$ cat src/rtl/gpr_issue_scoreboard_if.sv
// Issue-side bundle of the GPR scoreboard: decoded pair in, grants/busy/stall counters out.
interface gpr_issue_scoreboard_if #(
    parameter int NUM_REGS = 32,
    parameter int AW       = 5,
    parameter int LAT_W    = 3,
    parameter int STALL_W  = 16
);
    logic                flush;
    logic                issue_ready;
    logic                i1_valid;
    logic [AW-1:0]       i1_src1, i1_src2, i1_dst;
    logic                i1_wen;
    logic [LAT_W-1:0]    i1_lat;
    logic                i2_valid;
    logic [AW-1:0]       i2_src1, i2_src2, i2_dst;
    logic                i2_wen;
    logic [LAT_W-1:0]    i2_lat;
    logic                i1_issue;
    logic                i2_issue;
    logic [NUM_REGS-1:0] busy_vec;
    logic [STALL_W-1:0]  stall_cycles;

    modport master (
        output flush, issue_ready,
        output i1_valid, i1_src1, i1_src2, i1_dst, i1_wen, i1_lat,
        output i2_valid, i2_src1, i2_src2, i2_dst, i2_wen, i2_lat,
        input  i1_issue, i2_issue, busy_vec, stall_cycles
    );

    modport slave (
        input  flush, issue_ready,
        input  i1_valid, i1_src1, i1_src2, i1_dst, i1_wen, i1_lat,
        input  i2_valid, i2_src1, i2_src2, i2_dst, i2_wen, i2_lat,
        output i1_issue, i2_issue, busy_vec, stall_cycles
    );
endinterface

$ cat src/rtl/gpr_issue_scoreboard.sv
// Dual-issue GPR hazard scoreboard: per-register latency countdown, RAW/WAW/intra-pair
// blocking, in-order pair grant and a saturating stall-cycle counter.
module gpr_sb_cnt #(
    parameter int LAT_W = 3
) (
    input  logic             clock,
    input  logic             reset,
    input  logic             flush,
    input  logic             set,
    input  logic [LAT_W-1:0] lat,
    output logic [LAT_W-1:0] cnt
);
    // A freshly loaded latency is not decremented in its load cycle.
    always_ff @(posedge clock or posedge reset) begin
        if (reset)            cnt <= '0;
        else if (flush)       cnt <= '0;
        else if (set)         cnt <= lat;
        else if (cnt != '0)   cnt <= cnt - LAT_W'(1);
    end
endmodule

module gpr_issue_scoreboard #(
    parameter int NUM_REGS = 32,
    parameter int AW       = 5,
    parameter int LAT_W    = 3,
    parameter int STALL_W  = 16
) (
    input logic                  clock,
    input logic                  reset,
    gpr_issue_scoreboard_if.slave sb
);
    logic [NUM_REGS-1:0][LAT_W-1:0] cnt;
    logic [NUM_REGS-1:0]            pend;
    logic                           haz1, haz2, pair;
    logic                           stall_inc;
    logic [STALL_W-1:0]             stall_q;

    function automatic logic haz(input logic [AW-1:0] s1, input logic [AW-1:0] s2,
                                 input logic [AW-1:0] d, input logic wen,
                                 input logic [NUM_REGS-1:0] p);
        return (s1 != '0 && p[s1]) || (s2 != '0 && p[s2]) || (wen && d != '0 && p[d]);
    endfunction

    assign cnt[0] = '0;

    for (genvar r = 1; r < NUM_REGS; r++) begin : g_reg
        logic hit1, hit2;
        assign hit1 = sb.i1_issue && sb.i1_wen && sb.i1_dst == AW'(r);
        assign hit2 = sb.i2_issue && sb.i2_wen && sb.i2_dst == AW'(r);
        gpr_sb_cnt #(.LAT_W(LAT_W)) u_cnt (
            .clock (clock),
            .reset (reset),
            .flush (sb.flush),
            .set   (hit1 || hit2),
            .lat   (hit1 ? sb.i1_lat : sb.i2_lat),
            .cnt   (cnt[r])
        );
    end

    always_comb begin
        pend = '0;
        for (int r = 0; r < NUM_REGS; r++) pend[r] = (cnt[r] != '0);
    end

    assign haz1 = haz(sb.i1_src1, sb.i1_src2, sb.i1_dst, sb.i1_wen, pend);
    assign haz2 = haz(sb.i2_src1, sb.i2_src2, sb.i2_dst, sb.i2_wen, pend);
    // Slot 2 may not consume or overwrite slot 1's destination within the same pair.
    assign pair = sb.i1_wen && sb.i1_dst != '0 &&
                  (sb.i1_dst == sb.i2_src1 || sb.i1_dst == sb.i2_src2 ||
                   (sb.i2_wen && sb.i1_dst == sb.i2_dst));

    assign sb.i1_issue = sb.i1_valid && sb.issue_ready && !sb.flush && !reset && !haz1;
    assign sb.i2_issue = sb.i1_issue && sb.i2_valid && !haz2 && !pair;

    // cnt is the register state, so its pending view is already post-update.
    assign sb.busy_vec = pend;

    assign stall_inc = sb.i1_valid && sb.issue_ready && !sb.flush && !sb.i1_issue;

    always_ff @(posedge clock or posedge reset) begin
        if (reset)                          stall_q <= '0;
        else if (stall_inc && stall_q != '1) stall_q <= stall_q + STALL_W'(1);
    end

    assign sb.stall_cycles = stall_q;
endmodule

$ cat src/flat_wrapper.sv
// flat-port wrapper written by rule: the top's interface ports become plain ports
module gpr_issue_scoreboard_flat 
#(
    parameter int NUM_REGS = 32,
    parameter int AW       = 5,
    parameter int LAT_W    = 3,
    parameter int STALL_W  = 16
)
  (clock, reset, sb_flush, sb_issue_ready, sb_i1_valid, sb_i1_src1, sb_i1_src2, sb_i1_dst, sb_i1_wen, sb_i1_lat, sb_i2_valid, sb_i2_src1, sb_i2_src2, sb_i2_dst, sb_i2_wen, sb_i2_lat, sb_i1_issue, sb_i2_issue, sb_busy_vec, sb_stall_cycles);
  gpr_issue_scoreboard_if #(.NUM_REGS(NUM_REGS), .AW(AW), .LAT_W(LAT_W), .STALL_W(STALL_W)) sb_i ();
  input logic clock;
  input logic reset;
  input wire logic [$bits(sb_i.flush)-1:0] sb_flush;
  input wire logic [$bits(sb_i.issue_ready)-1:0] sb_issue_ready;
  input wire logic [$bits(sb_i.i1_valid)-1:0] sb_i1_valid;
  input wire logic [$bits(sb_i.i1_src1)-1:0] sb_i1_src1;
  input wire logic [$bits(sb_i.i1_src2)-1:0] sb_i1_src2;
  input wire logic [$bits(sb_i.i1_dst)-1:0] sb_i1_dst;
  input wire logic [$bits(sb_i.i1_wen)-1:0] sb_i1_wen;
  input wire logic [$bits(sb_i.i1_lat)-1:0] sb_i1_lat;
  input wire logic [$bits(sb_i.i2_valid)-1:0] sb_i2_valid;
  input wire logic [$bits(sb_i.i2_src1)-1:0] sb_i2_src1;
  input wire logic [$bits(sb_i.i2_src2)-1:0] sb_i2_src2;
  input wire logic [$bits(sb_i.i2_dst)-1:0] sb_i2_dst;
  input wire logic [$bits(sb_i.i2_wen)-1:0] sb_i2_wen;
  input wire logic [$bits(sb_i.i2_lat)-1:0] sb_i2_lat;
  output wire logic [$bits(sb_i.i1_issue)-1:0] sb_i1_issue;
  output wire logic [$bits(sb_i.i2_issue)-1:0] sb_i2_issue;
  output wire logic [$bits(sb_i.busy_vec)-1:0] sb_busy_vec;
  output wire logic [$bits(sb_i.stall_cycles)-1:0] sb_stall_cycles;
  assign sb_i.flush = sb_flush;
  assign sb_i.issue_ready = sb_issue_ready;
  assign sb_i.i1_valid = sb_i1_valid;
  assign sb_i.i1_src1 = sb_i1_src1;
  assign sb_i.i1_src2 = sb_i1_src2;
  assign sb_i.i1_dst = sb_i1_dst;
  assign sb_i.i1_wen = sb_i1_wen;
  assign sb_i.i1_lat = sb_i1_lat;
  assign sb_i.i2_valid = sb_i2_valid;
  assign sb_i.i2_src1 = sb_i2_src1;
  assign sb_i.i2_src2 = sb_i2_src2;
  assign sb_i.i2_dst = sb_i2_dst;
  assign sb_i.i2_wen = sb_i2_wen;
  assign sb_i.i2_lat = sb_i2_lat;
  assign sb_i1_issue = sb_i.i1_issue;
  assign sb_i2_issue = sb_i.i2_issue;
  assign sb_busy_vec = sb_i.busy_vec;
  assign sb_stall_cycles = sb_i.stall_cycles;
  gpr_issue_scoreboard #(.NUM_REGS(NUM_REGS), .AW(AW), .LAT_W(LAT_W), .STALL_W(STALL_W)) u_core (.clock(clock), .reset(reset), .sb(sb_i));
endmodule
$ cat config.mk
export PLATFORM = sky130hd
export DESIGN_NAME = gpr_issue_scoreboard_flat
export DESIGN_NICKNAME = d
export VERILOG_FILES = /design/src/rtl/gpr_issue_scoreboard_if.sv /design/src/rtl/gpr_issue_scoreboard.sv /design/src/flat_wrapper.sv
export SDC_FILE = /design/constraint.sdc
export NUM_CORES = 1
export LEC_CHECK = 0
export CORE_MARGIN = 4
export CORE_UTILIZATION = 35
export DETAILED_ROUTE_END_ITERATION = 6
export PLACE_DENSITY = 0.65
export SLEW_MARGIN = 20
export SYNTH_ARGS = -nofsm -noshare
export SYNTH_HDL_FRONTEND = slang
export SYNTH_SLANG_ARGS = --single-unit
$ cat constraint.sdc
create_clock -name clock -period 3.8 [get_ports clock]
set_input_delay 0.38 -clock clock [delete_from_list [all_inputs] [get_ports clock]]
set_output_delay 0.38 -clock clock [all_outputs]
set_load 0.005 [all_outputs]
Word-level counts from Yosys, hierarchy flattened
Cells that the tools add are included.

$add $sub $neg: 32. Order comparisons: 6. Equality and inequality tests: 66. Mux-type cells: 136. Reduce and logical (&&, ||, !) cells: 194.

Operators by type and width (number): $mux W3 (124); $reduce_bool A3 Y1 (62); $eq A5 B5 Y1 const B (32); $sub A3 B1 Y3 const B (31); $logic_and A1 B1 Y1 (83); $eq A5 B4 Y1 const B (16); $eq A5 B3 Y1 const B (8); $logic_or A1 B1 Y1 (37); $lt A5 B6 Y1 const B (6); $bmux W1 S5 (6); $reduce_bool A5 Y1 (6); $eq A5 B2 Y1 const B (4); $add A16 B1 Y16 const B (1); $ne A16 B16 Y1 const B (1); $eq A5 B5 Y1 (3); $eq A5 B1 Y1 const B (2); $logic_not A1 Y1 (6); $mux W1 (6).

Bits in registers: 109. Input port bits: 44. Output and inout bits: 50. Logic and storage cells: 466.

Logic depth before layout (Yosys ltp)
Gate-level depths: netlist of run 1.

Depth after elaboration: 16. Mapped depth: 14. Gate-level depth less buffers: 13.

Hierarchy
A second synthesis of run 1 with hierarchy kept.

Cells, all modules: 1354. Area total of the unflattened synthesis: 11614.9 sq um.

By module, submodules not included: gpr_sb_cnt (instances 31, cells each 21, area each 205.2 sq um, seq. area each 75.1 sq um); gpr_issue_scoreboard (instances 1, cells each 703, area each 5253.8 sq um, seq. area each 400.4 sq um).

Worst setup path before layout of run 1
OpenSTA, ideal clock, no wires.

Path type: register -> register. From: reg u_core.g_reg[15].u_cnt.cnt[0]. To: reg u_core.g_reg[11].u_cnt.cnt[0]. Library setup time: 0.120 ns. Arrival time: 3.156 ns. Data required time: 3.680 ns. Slack: 0.524 ns. Cell stages (with the launch flop): 15. Path buffers: 2. Clock period less this slack: 3.276 ns. Path through: dfrtp_1 -> inv_1 -> ha_1 -> nor2b_4 -> inv_2 -> mux4_2 -> a221oi_2 -> a211oi_2 -> or3_1 -> a2111oi_4 -> buf_6 -> buf_4 -> nand4_1 -> mux2i_1 -> o211a_1.

Word-level cells in the longest chain between the ends: 16. Elaborated cells between the ends (all ways): 38. Classes of those cells: mux (15); reduce/logical (23).

RTL lines: start, declared (line gpr_issue_scoreboard.sv:11) `output logic [LAT_W-1:0] cnt`; start signal, assigned (line gpr_issue_scoreboard.sv:17) `else if (set) cnt <= lat;`; start signal, assigned (line gpr_issue_scoreboard.sv:18) `else if (cnt != '0) cnt <= cnt - LAT_W'(1);`; $reduce_bool A3 Y1 * (line gpr_issue_scoreboard.sv:62) `for (int r = 0; r < NUM_REGS; r++) pend[r] = (cnt[r] != '0);`; net sb_busy_vec[15] (line flat_wrapper.sv:29) `output wire logic [$bits(sb_i.busy_vec)-1:0] sb_busy_vec;`; $bmux W1 S5 (line gpr_issue_scoreboard.sv:41) `return (s1 != '0 && p[s1]) || (s2 != '0 && p[s2]) || (wen && d != '0 && p[d]);`; $mux W1 (implied by the code) (line gpr_issue_scoreboard.sv:41); $logic_and A1 B1 Y1 (line gpr_issue_scoreboard.sv:41); $logic_or A1 B1 Y1 (2 in series) (line gpr_issue_scoreboard.sv:41); $logic_not A1 Y1 (line gpr_issue_scoreboard.sv:72) `assign sb.i1_issue = sb.i1_valid && sb.issue_ready && !sb.flush && !reset && !haz1;`; $logic_and A1 B1 Y1 (line gpr_issue_scoreboard.sv:72); $logic_and A1 B1 Y1 (3 in series) (line gpr_issue_scoreboard.sv:73) `assign sb.i2_issue = sb.i1_issue && sb.i2_valid && !haz2 && !pair;`; $logic_and A1 B1 Y1 (2 in series) (line gpr_issue_scoreboard.sv:49) `assign hit2 = sb.i2_issue && sb.i2_wen && sb.i2_dst == AW'(r);`; $logic_or A1 B1 Y1 (line gpr_issue_scoreboard.sv:54) `.set (hit1 || hit2),`; $mux W3 (line gpr_issue_scoreboard.sv:17); $mux W3 (line gpr_issue_scoreboard.sv:16) `else if (flush) cnt <= '0;`; end signal, assigned (line gpr_issue_scoreboard.sv:17); end signal, assigned (line gpr_issue_scoreboard.sv:18); end, declared (line gpr_issue_scoreboard.sv:11).

The timed path passes the listed nets; every way through them passes the cells marked *. The select of a mux whose other input is x is not followed. A chain may end at the register's enable or synchronous reset.

Worst setup path in the final report of run 1
From: reg u_core.g_reg[28].u_cnt.cnt[0]. To: reg u_core.g_reg[27].u_cnt.cnt[1].

Word-level cells in the longest chain between the ends: 16. Elaborated cells between the ends (all ways): 38. Classes of those cells: mux (15); reduce/logical (23).

RTL lines (line): start, declared (gpr_issue_scoreboard.sv:11); start signal, assigned (gpr_issue_scoreboard.sv:17); start signal, assigned (gpr_issue_scoreboard.sv:18); $reduce_bool A3 Y1 * (gpr_issue_scoreboard.sv:62); $bmux W1 S5 (gpr_issue_scoreboard.sv:41); $mux W1 (implied by the code) (gpr_issue_scoreboard.sv:41); $logic_and A1 B1 Y1 (gpr_issue_scoreboard.sv:41); $logic_or A1 B1 Y1 (2 in series) (gpr_issue_scoreboard.sv:41); $logic_not A1 Y1 (gpr_issue_scoreboard.sv:72); $logic_and A1 B1 Y1 (gpr_issue_scoreboard.sv:72); $logic_and A1 B1 Y1 (3 in series) (gpr_issue_scoreboard.sv:73); $logic_and A1 B1 Y1 (2 in series) (gpr_issue_scoreboard.sv:49); $logic_or A1 B1 Y1 (gpr_issue_scoreboard.sv:54); $mux W3 (gpr_issue_scoreboard.sv:17); $mux W3 (gpr_issue_scoreboard.sv:16); end signal, assigned (gpr_issue_scoreboard.sv:17); end signal, assigned (gpr_issue_scoreboard.sv:18); end, declared (gpr_issue_scoreboard.sv:11).

Mark *: on every way between the ends. The rest lies on a longest branch, timed or not. The select of a mux whose other input is x is not followed.

==> impl_summary.log, run 1 <==
INFO  metric antenna_cells = 0
INFO  metric vias_per_cell = 6.207
INFO  metric path_common_cell = sky130_fd_sc_hd__buf_4
INFO  metric drcViolationCount = 0
INFO  metric holdPathEnd = u_core.sb.stall_cycles[6]
INFO  metric setup.worst_path.class = flop to flop
INFO  metric post-synth-top-count-cell = sky130_fd_sc_hd__nor2_1
INFO  metric global_route_total_overflow = 0
INFO  metric critical_path_peak_fanout = 5
INFO  metric synth_ff_type = sky130_fd_sc_hd__dfrtp_1
INFO  metric drtAntennaViolNets = 0
INFO  metric synth.lib_cells_used.distinct = 102
INFO  metric highest_clock_rate = roughly 270 MHz
INFO  metric hold-path-cell-count = 1
INFO  metric regToRegEndpoint = u_core.g_reg[27].u_cnt.cnt[1]
INFO  metric leakagePower = between 5 and 6 nW
INFO  metric fin_skew = between 0.01 and 0.015 ns
INFO  metric starting_utilization_of_the_core_area = 0.3546
INFO  metric design.core.area = roughly 0.03 sq mm
INFO  metric power = between 9 and 10 mW
INFO  metric area_growth = 28.70%
INFO  metric mappedNetlistArea = ~0.011 sq mm
INFO  metric report.final.hold_viol_count = 0
INFO  metric finalNetCount = 1,626
INFO  metric crit-reg2reg-launch = u_core.g_reg[28].u_cnt.cnt[0]
INFO  metric arrival = approximately 4 ns
INFO  metric timing.max_slew.rel_slack = 0.3509
INFO  metric cts.root.buffer_cell = sky130_fd_sc_hd__clkbuf_16
INFO  metric layout_min_cycle_time = around 3.7 ns
INFO  metric worst-r2r-cell-count = 14
INFO  metric timing_max_transition_violations_final = 0
INFO  metric cp-end-kind = flop
INFO  metric timing.critical_path.buf_inv = 4
INFO  metric final.fill_count = 3,061
INFO  metric worst-endpoint-required = 4.07 ns
INFO  metric power-per-cell-area = slightly above 700 mW/mm^2
INFO  metric clk_transition_reported_paths = about 0.09 ns
INFO  metric antenna_found_initial = 2
INFO  metric worst_hold_startpoint = u_core.sb.stall_cycles[6]
INFO  metric grt_first_pass_wirelength = roughly 74,000 um
INFO  metric io-pin-count = 94
INFO  metric clk_latency = approximately 0.37 ns
INFO  metric detailedRoute.firstIterationViolations = 1,710
INFO  metric maximum_vdd_drop = about 0.30 mV
INFO  metric htree_num_levels = 3
INFO  metric critical_path.startpoint_type = flop
INFO  metric async_flop_share = 1.000
INFO  metric max-cap-violations = 0
INFO  metric setup-violations-final = 0
INFO  metric cts-hold-fix-buffers = 0
INFO  metric clockBufferDepth = 2
INFO  metric number_of_enable_type_register_cells_in_the_synthesized_netlist = 0
INFO  metric cts_sinks = roughly 110
INFO  metric synth_seq_area_share = 0.2515
INFO  metric chipHeight = ~180 um
INFO  metric port_buffers = 92
INFO  metric outcome = completed
INFO  metric ys_top_cells_by_count = sky130_fd_sc_hd__nor2_1 (120), sky130_fd_sc_hd__dfrtp_1 (109), sky130_fd_sc_hd__nand2_1 (93)
INFO  metric cts_tree = done
INFO  metric critPathSlowestCell = sky130_fd_sc_hd__mux4_2
INFO  metric largest_cells_by_area_after_synthesis = sky130_fd_sc_hd__dfrtp_1 (25%), sky130_fd_sc_hd__ha_1 (7.3%), sky130_fd_sc_hd__mux4_2 (6.0%), sky130_fd_sc_hd__mux2i_1 (5.1%), sky130_fd_sc_hd__nor2_1 (4.2%)
INFO  metric final-instance-count-excl-fill = 1,920
INFO  metric vias = 11,920
INFO  metric chipWidth = roughly 180 um
INFO  metric first_pass_iters = 6
INFO  metric synth_nets = between 1,000 and 1,500
INFO  metric drive_above_1_share = 0.2192
INFO  metric number_of_global_route_vias_before_repair = around 11,000
INFO  metric max_stage_delay = between 0.4 and 0.5 ns
INFO  metric tns = 0 ns
INFO  metric timing.final.crit_share = 0.9840
INFO  metric critical_path.top_delay_family = compound AO/OA/AOI/OAI gates
INFO  metric synth-seq-cells = roughly 110
INFO  metric globalplace.congestion = approximately 1.0
INFO  metric synth_largest_type_area_fraction = 0.2515
INFO  metric synthesis.yosys.warnings = 0
INFO  metric grt_max_degree = 76
INFO  metric ff2ff_setup_slack = about 0.061 ns
INFO  metric die_outline_area = between 0.03 and 0.04 sq mm
INFO  metric critical_path_cell_by_cell = inv_1, ha_1, nand2b_2, buf_4, mux4_2, a22oi_2, a31oi_4, buf_4, a21oi_1, nand2_1, nor4_1, buf_4, a2111oi_0, a211o_1
INFO  metric finalWirelength = roughly 51,000 um
INFO  metric avgRoutedWirePerCell = approximately 26 um
INFO  metric hold_path.class = flop to flop
INFO  metric post-place-cells = between 1,500 and 2,000
INFO  metric globalRouteTotalUtil = 0.2894
INFO  metric syn-instance-count = about 1,300
INFO  metric synth.largest_area_cell = sky130_fd_sc_hd__dfrtp_1
INFO  metric post_synth.cell_area_avg = between 8 and 9 sq um
INFO  metric timing_worst_slew_pin_value = just under 1 ns
INFO  metric cts_made_buffers = 9
INFO  metric rows = between 60 and 70
INFO  metric dp_hpwl = between 30,000 and 40,000 um
-- worst max-delay path by stage --
stage | cells after the start | endpoint | start
after floorplan | 14 | u_core.g_reg[11].u_cnt.cnt[0] | u_core.g_reg[15].u_cnt.cnt[0]
after global placement | 11 | u_core.g_reg[27].u_cnt.cnt[1] | sb_i1_dst[1]
after detailed placement | 11 | u_core.g_reg[27].u_cnt.cnt[1] | sb_i1_dst[1]
after CTS | 11 | sb_i2_issue | u_core.g_reg[28].u_cnt.cnt[0]
after global routing | 14 | u_core.g_reg[22].u_cnt.cnt[1] | u_core.g_reg[30].u_cnt.cnt[1]
final | 14 | u_core.g_reg[27].u_cnt.cnt[1] | u_core.g_reg[28].u_cnt.cnt[0]
-- through the flow --
step	setup WS (ns)	util	instance area, sq um	hold slack (ns)
after global placement	-0.08106	0.4396	13450	0.4798
after global routing	-0.04000	0.4564	13960	0.5193
after floorplan	0.5236	-	10850	0.4774
after detailed placement	-0.08052	0.4396	13450	0.4781
final	0.06098	0.4564	13960	0.4877
after CTS	0.01083	0.4518	13820	0.4936
-- cell type report --
cell class,instances,area (sq um),share of cell area
Timing Repair Buffer,296,2582,0.1850
Inverter,98,375.4,0.02689
Tap cell,396,495.5,0.03549
Sequential cell,109,2728,0.1954
Clock buffer,10,239.0,0.01712
Multi-Input combinational cell,1005,7477,0.5356
Clock inverter,6,62.56,0.004482
-- sequential cells by signal, indices dropped and copies added (netlist names) --
signal,cells
u_core.sb.stall_cycles,16
u_core.g.u_cnt.cnt,93
-- power breakdown --
part | internal, mW | switching [mW] | total [mW]
Sequential | 1.59 | 0.291 | 1.88
Clock | 0.484 | 0.545 | 1.03
Combinational | 3.36 | 3.64 | 7.00
Total | 5.43 | 4.48 | 9.91
-- cell families (layout without fill, tap and decap cells) --
| logic type | Yosys count | after routing | synth area share |
|---|---|---|---|
| and+or+nand+nor | 495 | 495 | 0.2434 |
| AOI/OAI and AO/OA | 292 | 292 | 0.1892 |
| buffers and inverters | 192 | 410 | 0.07140 |
| DFF | 109 | 109 | 0.2515 |
| muxes | 100 | 100 | 0.1279 |
| adders and majority gates | 63 | 63 | 0.07267 |
| xor gates and xnor gates | 54 | 54 | 0.04360 |
| other | 1 | 1 | 0.0003457 |
-- cell usage in the layout (no fill, tap or decap), types with 11 or more instances in the layout --
cell type / synthesis / routed
sky130_fd_sc_hd__and3_1: 11 / 11
sky130_fd_sc_hd__buf_4: 2 / 194
sky130_fd_sc_hd__nor2_1: 120 / 119
sky130_fd_sc_hd__inv_1: 90 / 89
sky130_fd_sc_hd__ha_1: 63 / 63
sky130_fd_sc_hd__a211oi_1: 19 / 19
sky130_fd_sc_hd__nor3_1: 42 / 42
sky130_fd_sc_hd__o211ai_1: 11 / 11
sky130_fd_sc_hd__o21ai_0: 44 / 42
sky130_fd_sc_hd__nor4_1: 15 / 14
sky130_fd_sc_hd__mux4_2: 29 / 29
sky130_fd_sc_hd__dfrtp_1: 109 / 109
sky130_fd_sc_hd__xor2_1: 13 / 13
sky130_fd_sc_hd__nand3_1: 59 / 59
sky130_fd_sc_hd__a31oi_1: 27 / 26
sky130_fd_sc_hd__mux2i_1: 55 / 55
sky130_fd_sc_hd__mux2_2: 15 / 15
sky130_fd_sc_hd__clkdlybuf4s50_1: 0 / 89
sky130_fd_sc_hd__nand2_1: 93 / 93
sky130_fd_sc_hd__nand4_1: 30 / 30
sky130_fd_sc_hd__a21oi_1: 68 / 68
sky130_fd_sc_hd__xnor2_1: 41 / 41
sky130_fd_sc_hd__nor2b_1: 13 / 12
sky130_fd_sc_hd__nand2b_1: 28 / 18
-- layer usage --
layer,share of wire,vias up,global-route usage
met4,0.049,2,0.1195
met5,0.00026,-,0
li1,-,5182,-
met2,0.43,864,0.4379
met3,0.12,166,0.06094
met1,0.40,5704,0.4021
-- repair_timing --
item | CTS | global route
endpoints found under the hold margin | 0 | 0
gates cloned | 0 | 1
resized for setup | 21 | 17
setup endpoints to repair | 3 | 28
pin swaps | 1 | 6
buffers inserted | 0 | 4
Note: power is estimated with default switching activity, not from simulation.
==> run 2, diff against run 1 <==
Clock period 3.8 ns to 4 ns, I/O delays scaled along.
==> impl_summary.log, run 2 (same netlist as run 1, synthesis figures left out) <==
INFO  metric largest_register_ffs = just over 90
INFO  metric power-per-cell-area = 673.8 mW/mm^2
INFO  metric global_route_total_overflow = 0
INFO  metric vias = approximately 12,000
INFO  metric combinationalPowerShare = 0.695
INFO  metric hold_path.class = primary input to async pin
INFO  metric fin_skew = between 0.015 and 0.02 ns
INFO  metric rows = 64
INFO  metric drtAntennaViolNets = 0
INFO  metric timing_max_transition_violations_final = 0
INFO  metric path_common_cell = sky130_fd_sc_hd__buf_4
INFO  metric port_buffers = between 90 and 100
INFO  metric timing.critical_path.to = sb_i2_issue
INFO  metric crit-reg2reg-launch = u_core.g_reg[28].u_cnt.cnt[0]
INFO  metric globalRouteTotalUtil = 0.2798
INFO  metric clk_latency = 0.39 ns
INFO  metric htree_num_levels = 3
INFO  metric holdWs = around 0.41 ns
INFO  metric timing.final.crit_share = 0.9724
INFO  metric avgRoutedWirePerCell = ~26 um
INFO  metric vias_per_cell = around 6.2
INFO  metric power_switching = between 4 and 5 mW
INFO  metric layout_min_cycle_time = a little under 4 ns
INFO  metric worst-r2r-cell-count = 13
INFO  metric globalplace.congestion = 1.108
INFO  metric highest_clock_rate = 257.1 MHz
INFO  metric grt_first_pass_wirelength = slightly above 70,000 um
INFO  metric clockBufferDepth = 2
INFO  metric chipWidth = about 180 um
INFO  metric maximum_vdd_drop = 0.3039 mV
INFO  metric arrival = around 3.5 ns
INFO  metric cts_tree = done
INFO  metric setup.worst_path.class = flop to output port
INFO  metric cts_sinks = approximately 110
INFO  metric tns = 0 ns
INFO  metric number_of_global_route_vias_before_repair = 11,070
INFO  metric setup-violations-final = 0
INFO  metric finalWirelength = between 40,000 and 50,000 um
INFO  metric timing.max_slew.rel_slack = 0.4403
INFO  metric regToRegEndpoint = u_core.g_reg[27].u_cnt.cnt[1]
INFO  metric ff2ff_setup_slack = between 0.2 and 0.3 ns
INFO  metric design.core.area = about 0.031 sq mm
INFO  metric critical_path_cell_by_cell = inv_1, ha_1, nand2b_4, buf_4, mux4_2, o221ai_2, a31oi_4, a211oi_4, nand2_4, nor2_2, buf_4, clkdlybuf4s50_1
INFO  metric drive_above_1_share = 0.1974
INFO  metric cellInternalPower = 4.941 mW
INFO  metric io-pin-count = between 90 and 100
INFO  metric dp_hpwl = 36,940 um
INFO  metric die_outline_area = 0.03387 sq mm
INFO  metric critical_path_peak_fanout = 8
INFO  metric report.final.hold_viol_count = 0
INFO  metric multi_input_comb_area = 0.007461 sq mm
INFO  metric timing_worst_slew_pin_value = about 0.84 ns
INFO  metric cts.root.buffer_cell = sky130_fd_sc_hd__clkbuf_16
INFO  metric detailedRoute.firstIterationViolations = 1,501
INFO  metric final_cell_mix = sky130_fd_sc_hd__buf_4 (154), sky130_fd_sc_hd__nor2_1 (119), sky130_fd_sc_hd__dfrtp_1 (109), sky130_fd_sc_hd__nand2_1 (93), sky130_fd_sc_hd__clkdlybuf4s50_1 (90)
INFO  metric first_pass_iters = 6
INFO  metric starting_utilization_of_the_core_area = 0.3546
INFO  metric cp-end-kind = output port
INFO  metric antenna_found_initial = 1
INFO  metric critPathSlowestCell = sky130_fd_sc_hd__clkdlybuf4s50_1
INFO  metric max-cap-violations = 0
INFO  metric switching_share = 0.4582
INFO  metric critical_path.startpoint = u_core.g_reg[18].u_cnt.cnt[0]
INFO  metric largest-register = u_core.g.u_cnt.cnt
INFO  metric seq_power_share = 0.197
INFO  metric clock_power_share = 0.108
INFO  metric leakagePower = 5.660 nW
INFO  metric finalNetCount = ~1,600
INFO  metric final.fill_count = ~3,000
INFO  metric antenna_cells = 0
INFO  metric power = 9.118 mW
INFO  metric regArea = 0.002728 sq mm
INFO  metric chipHeight = 184.0 um
INFO  metric cts_made_buffers = 9
INFO  metric outcome = completed
INFO  metric max_stage_delay = around 0.51 ns
INFO  metric drcViolationCount = 0
INFO  metric area_growth = 24.77%
INFO  metric worst-endpoint-required = roughly 3.6 ns
INFO  metric grt_max_degree = 86
INFO  metric final_common_cell = sky130_fd_sc_hd__buf_4
INFO  metric clk_transition_reported_paths = 0.09 ns
INFO  metric critical_path.startpoint_type = flop
==> run 2: layer usage <==
metal | vias up | GRT usage | part of all wire
li1 | 5084 | - | -
met1 | 5558 | 0.3901 | 0.42
met2 | 840 | 0.4245 | 0.43
met3 | 147 | 0.05857 | 0.11
met4 | 0 | 0.1112 | 0.043
met5 | - | 0 | 0
==> run 2: critical path, delay by kind of cell (launching register included) <==
| family | cells | cell delay (ns) |
|---|---|---|
| flip-flops | 1 | 0.40 |
| multiplexers | 1 | 0.48 |
| AND/OR/NAND/NOR | 3 | 0.43 |
| AO/OA/AOI/OAI | 3 | 0.64 |
| buffers and inverters | 4 | 0.91 |
| adder cells (fa/ha/maj) | 1 | 0.25 |
==> run 2: layout make-up <==
cell class | count | share of cell area
clock buffers | 10 | 0.01766
clock inverters | 6 | 0.004808
inverters | 98 | 0.02737
multi-input cells | 1005 | 0.5513
flip-flops and latches | 109 | 0.2016
well taps | 396 | 0.03661
repair buffers | 251 | 0.1607
==> run 2: worst min path at each step <==
| stage | from | end |
|---|---|---|
| global placement | u_core.sb.stall_cycles[6] | u_core.sb.stall_cycles[6] |
| detailed placement | u_core.sb.stall_cycles[6] | u_core.sb.stall_cycles[6] |
| finish | reset | u_core.g_reg[7].u_cnt.cnt[2] |
| CTS | reset | u_core.g_reg[7].u_cnt.cnt[2] |
| global route | reset | u_core.g_reg[7].u_cnt.cnt[2] |
| floorplan | u_core.sb.stall_cycles[6] | u_core.sb.stall_cycles[6] |
==> run 2: metrics by stage <==
step                      cell area, sq um  setup slack [ns]  std cells    util
final                                13530            0.1105       1875  0.4424
after global routing                 13530          -0.02214       1875  0.4424
after CTS                            13400          0.005389       1868  0.4382
after detailed placement             13060           0.05514       1852  0.4269
after global placement               13060           0.01438       1852  0.4269
after floorplan                      10850            0.7236       1306       -
==> run 2: power by group through the flow <==
| stage | Clock [mW] | Combinational [mW] | Sequential, mW |
|---|---|---|---|
| after floorplan | 0 | 3.67 | 1.74 |
| after global placement | 0 | 5.89 | 1.79 |
| after detailed placement | 0 | 5.98 | 1.81 |
| after CTS | 1.00 | 6.07 | 1.79 |
| after global routing | 1.03 | 6.79 | 1.85 |
| final | 0.981 | 6.34 | 1.80 |
==> run 2: what timing repair did <==
action | 4_1_cts | 5_1_grt
gates resized for setup | 11 | 20
gates cloned | 0 | 0
pin swaps | 0 | 4
setup endpoints to repair | 2 | 2
hold buffers | 0 | 0
endpoints found under the hold margin | 0 | 0
buffers inserted | 0 | 7
